File: src/rtl/apb_slave_pkg.sv
// apb_slave_regfile shared types and constants.
// FSM state encoding, counter width, bus widths.
package apb_slave_pkg;

    typedef enum logic [1:0] {
        IDLE,
        ACCESS_WAIT,
        ACCESS_DONE
    } apb_slv_state_e;

    localparam int CNT_W  = 4;
    localparam int APB_AW = 8;
    localparam int APB_DW = 8;

endpackage

File: src/rtl/apb_slave_if.sv
// APB completer-side bus bundle.
// master drives the request, slave drives the response.
interface apb_slave_if
    import apb_slave_pkg::*;
#(
    parameter int AW = APB_AW,
    parameter int DW = APB_DW
) ();

    logic          psel;
    logic          penable;
    logic          pwrite;
    logic [AW-1:0] paddr;
    logic [DW-1:0] pwdata;
    logic [DW-1:0] prdata;
    logic          pready;
    logic          pslverr;

    modport master (
        output psel, penable, pwrite, paddr, pwdata,
        input  prdata, pready, pslverr
    );

    modport slave (
        input  psel, penable, pwrite, paddr, pwdata,
        output prdata, pready, pslverr
    );

endinterface

File: src/rtl/apb_regfile_mem.sv
// DEPTH x DW register storage.
// Sync write and clear, combinational read.
module apb_regfile_mem #(
    parameter int DW    = 8,
    parameter int DEPTH = 64,
    parameter int IW    = (DEPTH > 1) ? $clog2(DEPTH) : 1
) (
    input  logic          pclk,
    input  logic          presetn,
    input  logic          we,
    input  logic [IW-1:0] waddr,
    input  logic [DW-1:0] wdata,
    input  logic [IW-1:0] raddr,
    output logic [DW-1:0] rdata
);

    logic [DW-1:0] mem [DEPTH];

    // Clear on reset, otherwise commit the write.
    always_ff @(posedge pclk) begin
        if (!presetn) begin
            for (int i = 0; i < DEPTH; i++) begin
                mem[i] <= '0;
            end
        end else if (we) begin
            mem[waddr] <= wdata;
        end
    end

    assign rdata = mem[raddr];

endmodule

File: src/rtl/apb_slave_regfile.sv
// APB completer with register file and wait states.
// Registered responses; out-of-range addresses flag pslverr.
module apb_slave_regfile
    import apb_slave_pkg::*;
#(
    parameter int AW          = APB_AW,
    parameter int DW          = APB_DW,
    parameter int DEPTH       = 64,
    parameter int WAIT_CYCLES = 0
) (
    input  logic       pclk,
    input  logic       presetn,
    apb_slave_if.slave bus
);

    localparam int IW = (DEPTH > 1) ? $clog2(DEPTH) : 1;
    localparam logic [AW:0] DEPTH_W = (AW+1)'(DEPTH);
    localparam logic [CNT_W-1:0] WAIT_LD = CNT_W'(WAIT_CYCLES);

    apb_slv_state_e state_q, state_d;
    logic [CNT_W-1:0] cnt_q, cnt_d;
    logic [IW-1:0]    addr_q, addr_d;
    logic             wr_q, wr_d;
    logic             err_q, err_d;
    logic [DW-1:0]    wdata_q, wdata_d;
    logic [DW-1:0]    prdata_q, prdata_d;
    logic             pready_q, pready_d;
    logic             pslverr_q, pslverr_d;

    logic          setup;
    logic          err_in;
    logic          we;
    logic [IW-1:0] raddr;
    logic [DW-1:0] rdata;

    assign setup  = bus.psel & ~bus.penable;
    assign err_in = {1'b0, bus.paddr} >= DEPTH_W;
    assign we     = (state_q == ACCESS_DONE) & wr_q & ~err_q;
    assign raddr  = (state_q == IDLE) ? bus.paddr[IW-1:0] : addr_q;

    apb_regfile_mem #(
        .DW    (DW),
        .DEPTH (DEPTH),
        .IW    (IW)
    ) u_mem (
        .pclk    (pclk),
        .presetn (presetn),
        .we      (we),
        .waddr   (addr_q),
        .wdata   (wdata_q),
        .raddr   (raddr),
        .rdata   (rdata)
    );

    // Next state and next registered response.
    always_comb begin
        state_d   = state_q;
        cnt_d     = cnt_q;
        addr_d    = addr_q;
        wr_d      = wr_q;
        err_d     = err_q;
        wdata_d   = wdata_q;
        prdata_d  = '0;
        pready_d  = 1'b0;
        pslverr_d = 1'b0;
        unique case (state_q)
            IDLE: begin
                if (setup) begin
                    addr_d  = bus.paddr[IW-1:0];
                    wr_d    = bus.pwrite;
                    err_d   = err_in;
                    wdata_d = bus.pwdata;
                    if (WAIT_CYCLES == 0) begin
                        state_d   = ACCESS_DONE;
                        pready_d  = 1'b1;
                        pslverr_d = err_in;
                        if (!bus.pwrite && !err_in) begin
                            prdata_d = rdata;
                        end
                    end else begin
                        state_d = ACCESS_WAIT;
                        cnt_d   = WAIT_LD;
                    end
                end
            end
            ACCESS_WAIT: begin
                if (!bus.psel) begin
                    state_d = IDLE;
                    cnt_d   = '0;
                end else if (bus.penable) begin
                    if (cnt_q == CNT_W'(1)) begin
                        state_d   = ACCESS_DONE;
                        cnt_d     = '0;
                        pready_d  = 1'b1;
                        pslverr_d = err_q;
                        if (!wr_q && !err_q) begin
                            prdata_d = rdata;
                        end
                    end else begin
                        cnt_d = cnt_q - CNT_W'(1);
                    end
                end
            end
            ACCESS_DONE: begin
                state_d = IDLE;
            end
            default: begin
                state_d = IDLE;
            end
        endcase
    end

    // State and response registers; reset wins over any transfer.
    always_ff @(posedge pclk) begin
        if (!presetn) begin
            state_q   <= IDLE;
            cnt_q     <= '0;
            addr_q    <= '0;
            wr_q      <= 1'b0;
            err_q     <= 1'b0;
            wdata_q   <= '0;
            prdata_q  <= '0;
            pready_q  <= 1'b0;
            pslverr_q <= 1'b0;
        end else begin
            state_q   <= state_d;
            cnt_q     <= cnt_d;
            addr_q    <= addr_d;
            wr_q      <= wr_d;
            err_q     <= err_d;
            wdata_q   <= wdata_d;
            prdata_q  <= prdata_d;
            pready_q  <= pready_d;
            pslverr_q <= pslverr_d;
        end
    end

    assign bus.prdata  = prdata_q;
    assign bus.pready  = pready_q;
    assign bus.pslverr = pslverr_q;

endmodule

File: src/flat_wrapper.sv
// flat-port wrapper written by rule: the top's interface ports become plain ports
module apb_slave_regfile_flat import apb_slave_pkg::*;
#(
    parameter int AW          = APB_AW,
    parameter int DW          = APB_DW,
    parameter int DEPTH       = 64,
    parameter int WAIT_CYCLES = 0
)
  (pclk, presetn, bus_psel, bus_penable, bus_pwrite, bus_paddr, bus_pwdata, bus_prdata, bus_pready, bus_pslverr);
  apb_slave_if #(.AW(AW), .DW(DW)) bus_i ();
  input  logic pclk;
  input  logic presetn;
  input wire logic [$bits(bus_i.psel)-1:0] bus_psel;
  input wire logic [$bits(bus_i.penable)-1:0] bus_penable;
  input wire logic [$bits(bus_i.pwrite)-1:0] bus_pwrite;
  input wire logic [$bits(bus_i.paddr)-1:0] bus_paddr;
  input wire logic [$bits(bus_i.pwdata)-1:0] bus_pwdata;
  output wire logic [$bits(bus_i.prdata)-1:0] bus_prdata;
  output wire logic [$bits(bus_i.pready)-1:0] bus_pready;
  output wire logic [$bits(bus_i.pslverr)-1:0] bus_pslverr;
  assign bus_i.psel = bus_psel;
  assign bus_i.penable = bus_penable;
  assign bus_i.pwrite = bus_pwrite;
  assign bus_i.paddr = bus_paddr;
  assign bus_i.pwdata = bus_pwdata;
  assign bus_prdata = bus_i.prdata;
  assign bus_pready = bus_i.pready;
  assign bus_pslverr = bus_i.pslverr;
  apb_slave_regfile #(.AW(AW), .DW(DW), .DEPTH(DEPTH), .WAIT_CYCLES(WAIT_CYCLES)) u_core (.pclk(pclk), .presetn(presetn), .bus(bus_i));
endmodule
File: config.mk
export PLATFORM = sky130hd
export DESIGN_NAME = apb_slave_regfile_flat
export DESIGN_NICKNAME = d
export VERILOG_FILES = /design/src/rtl/apb_slave_pkg.sv /design/src/rtl/apb_slave_if.sv /design/src/rtl/apb_regfile_mem.sv /design/src/rtl/apb_slave_regfile.sv /design/src/flat_wrapper.sv
export SDC_FILE = /design/constraint.sdc
export NUM_CORES = 1
export LEC_CHECK = 0
export BUFFER_PORTS_ARGS = -buffer_cell sky130_fd_sc_hd__buf_4
export CORE_MARGIN = 5
export CORE_UTILIZATION = 35
export DETAILED_ROUTE_END_ITERATION = 10
export PLACE_DENSITY = 0.55
export SLEW_MARGIN = 5
export SYNTH_ARGS = -nofsm -noshare
export SYNTH_HDL_FRONTEND = slang
export SYNTH_SLANG_ARGS = --single-unit
File: constraint.sdc
create_clock -name pclk -period 2.6 [get_ports pclk]
set_input_delay 0.52 -clock pclk [delete_from_list [all_inputs] [get_ports pclk]]
set_output_delay 0.52 -clock pclk [all_outputs]
set_load 0.02 [all_outputs]
==> results.yml <==
outcome:
  status: "complete, no violations"
cts:
  clock-sinks: 539
  clk_pin_slew_ps: 60
  cts_tree: "done"
  h-tree-depth: 2
  cts_made_buffers: 58
  cts_buffer_depth: 3
  cts_root_buf: "clkbuf_16"
  insertion_delay_ps: 630
  ctsHoldBuffers: 0
finish:
  final_cell_mix: "and2_1, edfxtp_1, o21ai_0"
  n_fill_cell: 7446
  fin_cells: 3795
  syn2layout_area_growth_pct: 18.01
  drive_above_1_share_pct: 14.43
  nNetsFinal: 2722
  final_common_cell: "and2_1"
  final_core_util_pct: 41.64
  postLayoutCellArea_um2: 32890
die:
  dieArea_um2: 85380
  row_count: 103
  die_h_um: 292.2
  start_util_pct: 35.28
  io_pins: 31
  die-width_um: 292.2
  core_area_um2: 79000
setup_path:
  cp_num_buf_inv: 4
  crit_path_max_fanout: 10
  crit_chain: "buf_12, buf_12, o32ai_2, buf_4, o221ai_1, o22ai_1, nor3_1, buf_4, a311o_1, o21ai_0"
  critPathCaptureType: "register"
  worst_r2r_path_depth: 10
  crit_family: "compound AO/OA/AOI/OAI gates"
  slowest_delay_ps: 380
  cp_num_cells: 10
  critPathKind: "register to register"
  cp.arrival_ps: 3110
  cp_data_required_time_ps: 3140
  setup.worst_path.start_class: "register"
  crit_slowest_cell: "o32ai_2"
logic_synthesis:
  ys_types: 52
  synth_ff_type: "edfxtp_1"
  synth_area_per_cell_um2: 10.77
  async_flop_share_pct: 0
  ys_seq_elements: 539
  syn-num-nets: 2609
  syn-cell-area_um2: 27870
  synth_edf_count: 512
  syn_inst: 2588
  ys_warn_count: 0
  ys_seq_area_share_pct: 57.10
route:
  via_per_inst: 5.390
  drt_iter0_markers: 2101
  firstDrtPassIters: 5
  route.detailed.drc: 0
  wl_um: 86580
  vias: 20454
  drtAntennaViolNets: 0
  routedWlPerCell_um: 22.82
global_routing:
  grtUsageTotal_pct: 19.63
  grt_antenna_before_repair: 1
  grt_pass1_wl_um: 128700
  overflow: 0
  grt_pass1_vias: 20165
  grt_max_degree: 81
placed_design:
  io_buffers: 30
  post-place-ws_ps: -390.4
  gp_congestion: 0.8943
  placed_cell_area_um2: 30820
  dpl.cell_count: 3688
  post-dp-hpwl_um: 57480
power_and_ir_drop:
  pwr-share-comb_pct: 10.6
  switchingPower_mw: 4.954
  power_frac_clock_pct: 41.1
  power_frac_seq_pct: 48.3
  internal-power_mw: 15.53
  p_sw_share_pct: 24.19
  peakVddDrop_mv: 0.4758
  p_leak_nw: 11.87
  p_per_area_nw_per_um2: 622.7
job:
  drv_cap: 0
timing:
  hold_slack_ps: 143.4
  max_slew.worst_pin.slew_ps: 952.9
  rsz0062_at_grt: "no"
  clock.fmax_mhz: 389.0
  final_max_slew_viol_count: 0
  fin_crit_sh_pct: 98.88
  skew_ps: 28.84
  period_needed_ps: 2571
  hold_viol: 0
  setup_slack_ps: 29.02
  slew_headroom_pct: 36.47
  setup_viol: 0
hold_path:
  hold_class: "input port to register"
  min_path_cells: 3
[synth_stat cells (all sizes together), types with 2 or more instances]
| master | count | share of area [%] |
|---|---|---|
| edfxtp | 512 | 55 |
| a21boi | 15 | 0.40 |
| clkbuf | 151 | 2.0 |
| a22oi | 97 | 2.6 |
| a311o | 4 | 0.14 |
| o41ai | 4 | 0.13 |
| o21ai | 303 | 5.4 |
| nor4 | 4 | 0.090 |
| a22o | 2 | 0.063 |
| and3 | 4 | 0.090 |
| nand2 | 74 | 1.0 |
| mux2i | 32 | 1.1 |
| a31oi | 2 | 0.045 |
| or3 | 3 | 0.067 |
| nor3 | 14 | 0.25 |
| mux4 | 16 | 1.3 |
| a221oi | 17 | 0.53 |
| o22ai | 67 | 1.5 |
| and2 | 600 | 13 |
| nand2b | 157 | 3.5 |
| o211ai | 8 | 0.22 |
| nor2b | 5 | 0.11 |
| o31ai | 17 | 0.46 |
| nor2 | 107 | 1.4 |
| nand3b | 6 | 0.16 |
| inv | 120 | 1.6 |
| dfxtp | 27 | 1.9 |
| a21oi | 92 | 1.7 |
| a31o | 2 | 0.063 |
| o32ai | 4 | 0.18 |
| nand3 | 7 | 0.14 |
| o221ai | 49 | 1.5 |
| buf | 58 | 1.2 |
[flip-flops by register name, summed over array words and instances, names as in the netlist]
| signal | cells |
|---|---|
| u_core.addr_q | 6 |
| u_core.bus.prdata | 8 |
| u_core.bus.pready | 1 |
| u_core.bus.pslverr | 1 |
| u_core.err_q | 1 |
| u_core.state_q | 1 |
| u_core.u_mem.mem | 512 |
| u_core.wdata_q | 8 |
| u_core.wr_q | 1 |
[final cells by class]
class | count | area (um2) | area share, %
Antenna cell | 1 | 2.502 | 0.007607
Clock buffer | 71 | 1614 | 4.907
Clock inverter | 32 | 302.8 | 0.9205
Inverter | 120 | 450.4 | 1.369
Multi-Input combinational cell | 1720 | 10740 | 32.66
Sequential cell | 539 | 15930 | 48.43
Tap cell | 1050 | 1314 | 3.994
Timing Repair Buffer | 262 | 2539 | 7.718
[timing repair]
action | in CTS | in global routing
pin swaps | 0 | 3
endpoints found under the hold margin | 0 | 0
gates cloned | 0 | 1
gates resized for setup | 6 | 13
buffers inserted | 0 | 2
endpoints found under the setup margin | 5 | 8
[per-layer routing]
layer / wire, um / track usage [%]
met2: 40010 / 31.93
met4: 2639 / 6.153
met5: 66 / 0.5543
met3: 6424 / 4.274
met1: 37440 / 26.36
[per-stage QoR]
stage               power, mW  TNS (ps)
finish                  20.48         0
global route            21.14         0
CTS                     20.56         0
detailed placement      12.17     -1210
global placement        12.14     -1220
floorplan               11.17     -7123
[power groups by stage]
| stage | Sequential, mW | Clock (mW) | Combinational, mW |
|---|---|---|---|
| floorplan | 10.0 | 0 | 1.17 |
| CTS | 9.90 | 8.55 | 2.11 |
| detailed placement | 10.1 | 0 | 2.10 |
| finish | 9.90 | 8.42 | 2.16 |
| global placement | 10.1 | 0 | 2.07 |
| global route | 9.92 | 8.91 | 2.31 |
[worst paths after layout]
| path | startpoint | end | slack (ps) |
|---|---|---|---|
| worst max-delay path | u_core.state_q[1]$_SDFFE_PN0P_ | u_core.bus.prdata[3]$_SDFF_PN0_ | 30 |
| worst min-delay path | bus_pwdata[6] | u_core.wdata_q[6]$_SDFFE_PN0P_ | 140 |
| worst max register to register | u_core.state_q[1]$_SDFFE_PN0P_ | u_core.bus.prdata[3]$_SDFF_PN0_ | 30 |
| worst min register to register | u_core.wr_q$_SDFFE_PN0P_ | u_core.wr_q$_SDFFE_PN0P_ | 470 |
[logic make-up after synthesis]
kind of cell / count (synthesis) / synth area share [%]
DFF: 539 / 57.10
and+or+nand+nor: 984 / 20.44
AOI/OAI and AO/OA: 688 / 15.16
muxes: 48 / 2.442
buffers and inverters: 329 / 4.866
[tightest hold or removal path, stage by stage]
cell and delay (ps):
buf_4 110, nand2_1 40, a21boi_0 60
No activity file was read; power rests on OpenSTA's default activity.
